File: src/rtl/result_collector_if.sv
// result_collector_if: producer pulse, consumer valid/ready and status signals of the result collector.
interface result_collector_if #(
   parameter int WIDTH = 16,
   parameter int PTR_W = 2
);
   logic             output_valid;
   logic [WIDTH-1:0] result;
   logic [WIDTH-1:0] out_data;
   logic             out_valid;
   logic             out_ready;
   logic             full;
   logic             almost_full;
   logic [PTR_W:0]   count;
   logic             overflow;
   logic             clr_overflow;
   modport slave (
      input  output_valid, result, out_ready, clr_overflow,
      output out_data, out_valid, full, almost_full, count, overflow
   );
   modport master (
      output output_valid, result, out_ready, clr_overflow,
      input  out_data, out_valid, full, almost_full, count, overflow
   );
endinterface

File: src/rtl/result_collector.sv
// result_collector: buffers finished results in a first-word-fall-through FIFO,
// hands them out over valid/ready and flags dropped results with a sticky overflow.
module result_collector #(
   parameter int WIDTH = 16,
   parameter int DEPTH = 4,
   parameter int PTR_W = 2
) (
   input logic               clock,
   input logic               reset,
   result_collector_if.slave bus
);
   localparam logic [PTR_W:0] full_cnt = (PTR_W+1)'(DEPTH);
   localparam logic [PTR_W:0] af_cnt   = (PTR_W+1)'(DEPTH-1);
   logic [WIDTH-1:0] mem [DEPTH];
   logic [PTR_W-1:0] wr_ptr, rd_ptr;
   logic [PTR_W:0]   count;
   logic             overflow, full, push, pop, drop;
   // A pop frees the head slot in the same cycle, so a full FIFO still accepts a push alongside it.
   always_comb begin
      full = count == full_cnt;
      pop  = count != '0 && bus.out_ready;
      push = bus.output_valid && (!full || pop);
      drop = bus.output_valid && full && !pop;
   end
   assign bus.out_data    = mem[rd_ptr];
   assign bus.out_valid   = count != '0;
   assign bus.full        = full;
   assign bus.almost_full = count >= af_cnt;
   assign bus.count       = count;
   assign bus.overflow    = overflow;
   always_ff @(posedge clock or posedge reset)
      if (reset) begin
         for (int i = 0; i < DEPTH; i++) mem[i] <= '0;
         wr_ptr   <= '0;
         rd_ptr   <= '0;
         count    <= '0;
         overflow <= 1'b0;
      end else begin
         if (push) mem[wr_ptr] <= bus.result;
         wr_ptr   <= wr_ptr + PTR_W'(push);
         rd_ptr   <= rd_ptr + PTR_W'(pop);
         count    <= count + (PTR_W+1)'(push) - (PTR_W+1)'(pop);
         overflow <= drop || (overflow && !bus.clr_overflow);
      end
endmodule

File: src/flat_wrapper.sv
// flat-port wrapper written by rule: the top's interface ports become plain ports
module result_collector_flat 
#(
   parameter int WIDTH = 16,
   parameter int DEPTH = 4,
   parameter int PTR_W = 2
)
  (clock, reset, bus_output_valid, bus_result, bus_out_ready, bus_clr_overflow, bus_out_data, bus_out_valid, bus_full, bus_almost_full, bus_count, bus_overflow);
  result_collector_if #(.WIDTH(WIDTH), .PTR_W(PTR_W)) bus_i ();
  input logic clock;
  input logic reset;
  input wire logic [$bits(bus_i.output_valid)-1:0] bus_output_valid;
  input wire logic [$bits(bus_i.result)-1:0] bus_result;
  input wire logic [$bits(bus_i.out_ready)-1:0] bus_out_ready;
  input wire logic [$bits(bus_i.clr_overflow)-1:0] bus_clr_overflow;
  output wire logic [$bits(bus_i.out_data)-1:0] bus_out_data;
  output wire logic [$bits(bus_i.out_valid)-1:0] bus_out_valid;
  output wire logic [$bits(bus_i.full)-1:0] bus_full;
  output wire logic [$bits(bus_i.almost_full)-1:0] bus_almost_full;
  output wire logic [$bits(bus_i.count)-1:0] bus_count;
  output wire logic [$bits(bus_i.overflow)-1:0] bus_overflow;
  assign bus_i.output_valid = bus_output_valid;
  assign bus_i.result = bus_result;
  assign bus_i.out_ready = bus_out_ready;
  assign bus_i.clr_overflow = bus_clr_overflow;
  assign bus_out_data = bus_i.out_data;
  assign bus_out_valid = bus_i.out_valid;
  assign bus_full = bus_i.full;
  assign bus_almost_full = bus_i.almost_full;
  assign bus_count = bus_i.count;
  assign bus_overflow = bus_i.overflow;
  result_collector #(.WIDTH(WIDTH), .DEPTH(DEPTH), .PTR_W(PTR_W)) u_core (.clock(clock), .reset(reset), .bus(bus_i));
endmodule
File: config.mk
export PLATFORM = sky130hd
export DESIGN_NAME = result_collector_flat
export DESIGN_NICKNAME = d
export VERILOG_FILES = /design/src/rtl/result_collector_if.sv /design/src/rtl/result_collector.sv /design/src/flat_wrapper.sv
export SDC_FILE = /design/constraint.sdc
export NUM_CORES = 1
export LEC_CHECK = 0
export ABC_AREA = 1
export CAP_MARGIN = 5
export CORE_UTILIZATION = 55
export DETAILED_ROUTE_END_ITERATION = 8
export GPL_TIMING_DRIVEN = 0
export PLACE_DENSITY = 0.79
export SLEW_MARGIN = 20
export SYNTH_ARGS = -nofsm -noshare
export SYNTH_HDL_FRONTEND = slang
export SYNTH_SLANG_ARGS = --single-unit
File: constraint.sdc
create_clock -name clock -period 2.56 [get_ports clock]
set_input_delay 0.384 -clock clock [delete_from_list [all_inputs] [get_ports clock]]
set_output_delay 0.384 -clock clock [all_outputs]
set_load 0.05 [all_outputs]
==> results.ini <==
[placed_design]
dpl_cell_area_um2=4129
pre_cts_ws_ns=-0.04642
place_congestion=0.8879
dp.cells=540
port_buffers=42
hpwlAfterDp_um=6808

[detailed_routing]
wl_per_cell_um=18.04
drtIter0Drc=345
viasPerCell=6.045
ant_nets=0
drcViolationCount=0
dr.pass1.iters=5
vias=3361
wirelength_um=10030

[yosys]
synth_area_um2=3582
seq_area_frac_synth_pct=50.30
avgSynthCellArea_um2=8.529
synth_most_common_cell=nand2_1
ys_types=23
synth_cells=420
yosys_warnings=0
yosys-top-cells-count=135 x nand2_1, 72 x dfrtp_1, 65 x nand4_1, 32 x nor2_1, 26 x o21ai_1
synth_area_leaders=dfrtp_1 50%, nand2_1 14%, nand4_1 11%
synth_edf_count=0
synth-main-ff-cell=dfrtp_1
syn_nets=445
synth_seq_cells=72
synth_area_leader_cell=dfrtp_1
synthArstFlopShare_pct=100.0
synth_top_area_share_pct=50.30

[flow_run]
drv_cap=0

[worst_setup_path]
cp.required_ns=2.18
critPathCaptureType=primary output
path_class=reg -> out
crit_path_start_kind=flop
critPathMaxFanout=10
arrival_ns=2.11

[global_routing]
grt_max_degree=55
track_usage_pct=32.59
grt_pass1_vias=3111
grt_pass1_wl_um=15950
antenna_found_initial=0
grt-ovfl-total=0

[floorplan]
io_pins=44
core.rowCount=29
start_util_pct=56.74
die_y_um=82.71
core_um2=6314
die_area_um2=6840
die-width_um=82.71

[timing]
drv_slew=0
setup_viol_count_final=0
fin_ws_ns=0.06547
skew_ns=0.007723
rsz0062_at_grt=false
post-route-period-util_pct=97.44
max_clock_freq_ghz=0.4009
fin_crit_ns=2.495
relSlewSlack_pct=61.98
hold_violations=0
tns_ns=0
worstMarginPinSlew_ns=0.5703

[cells_and_area]
syn2layout_area_growth_pct=21.94
fin_util_pct=69.18
drive_gt1_share_pct=15.87
fin_area_um2=4368
layout.nets=499
antennaDiodeCount=0
instances_no_fill=556

[power]
irDropWorstVdd_mv=0.8121
leakage_nw=2.147
power_density_nw_per_um2=1559

[clock_tree]
cts-root-buf=clkbuf_8
holdBufCountCts=0
numCtsBuffers=9
clk_pin_slew_ns=0.08
numClockSinks=72
cts_resized=37
post_cts_buffers=0
htreeDepth=3
tritoncts=done
cts_buffer_depth=2
clock_latency_ns=0.36

[outcome]
status=finished, final reports clean

[worst_hold_path]
hold_path.class=in -> async

-- through the flow --
step | hold slack [ns] | power, mW
6_report | 0.3225 | 6.811
5_1_grt | 0.3578 | 7.216
4_1_cts | 0.3428 | 6.772
3_5_place_dp | 0.4531 | 5.788
3_3_place_gp | 0.4490 | 5.703
2_1_floorplan | 0.4366 | 4.611
-- worst paths after layout --
path | slack [ns] | startpoint | cells after the start | endpoint
worst max-delay path | 0.07 | u_core.rd_ptr[0] | 5 | bus_out_data[13]
worst min register to register | 0.47 | u_core.mem[18] | 2 | u_core.mem[18]
worst min-delay path | 0.32 | reset | 2 | u_core.bus.overflow
max in group asynchronous | 1.70 | reset | 3 | u_core.mem[22]
min in group clock | 0.47 | u_core.mem[18] | 2 | u_core.mem[18]
worst max register to register | 0.41 | u_core.bus.count[1] | 8 | u_core.bus.count[2]
-- sequential cells by signal, summed over array words and instances, names as in the netlist --
name                 count
u_core.mem              64
u_core.bus.count         3
u_core.rd_ptr            2
u_core.wr_ptr            2
u_core.bus.overflow      1
-- worst max-delay path, cell delays in order, from the launching register on --
cell	delay, ns
dfrtp_1	0.32
buf_2	0.22
clkbuf_1	0.43
o21ai_1	0.16
o22ai_1	0.21
clkdlybuf4s15_2	0.40
-- layer usage --
layer	share of wire [%]	global-route usage, %	wire (um)
met2	46	47.95	4640
met3	7.9	5.714	797
met5	0	0	0
met4	2.8	14.48	284
met1	43	46.88	4309
-- cell usage in the layout, fill, tap and decap left out, drive strengths merged --
master and n:
buf 26, ha 3, nand4 65, bufinv 3
nand2 135, clkinvlp 1, fa 1, xor2 3
clkdlybuf4s15 11, clkdlybuf4s50 26, clkinv 4, clkbuf 21
o21ai 35, nor3 1, inv 11, dlygate4sd2 1
nor2 36, nand3 8, dfrtp 72, o22ai 16
-- cells by family (layout without fill, tap and decap cells) --
| group | after synthesis | in the layout | synth area share, % |
|---|---|---|---|
| AND/OR/NAND/NOR | 245 | 245 | 32.55 |
| AO/OA/AOI/OAI | 51 | 51 | 7.684 |
| flip-flops | 72 | 72 | 50.30 |
| buffers and inverters | 45 | 104 | 7.126 |
| XOR/XNOR | 3 | 3 | 0.7336 |
| adder cells (fa/ha/maj) | 4 | 4 | 1.607 |
-- cell type report --
cell class,instances,area [um^2]
Timing Repair Buffer,43,437.9
Fill cell,521,1946
Buffer,33,214.0
Clock buffer,9,123.9
Inverter,12,48.80
Tap cell,77,96.34
Clock inverter,7,120.1
Sequential cell,72,1802
Multi-Input combinational cell,303,1525
-- report_power, final --
part           leakage (nW)  switching (mW)  internal (mW)
clock network         0.119           0.451          0.648
logic                  1.13            2.57           1.13
registers             0.899           0.345           1.67
total                  2.15            3.36           3.45
Note: power is estimated with default switching activity, not from simulation.
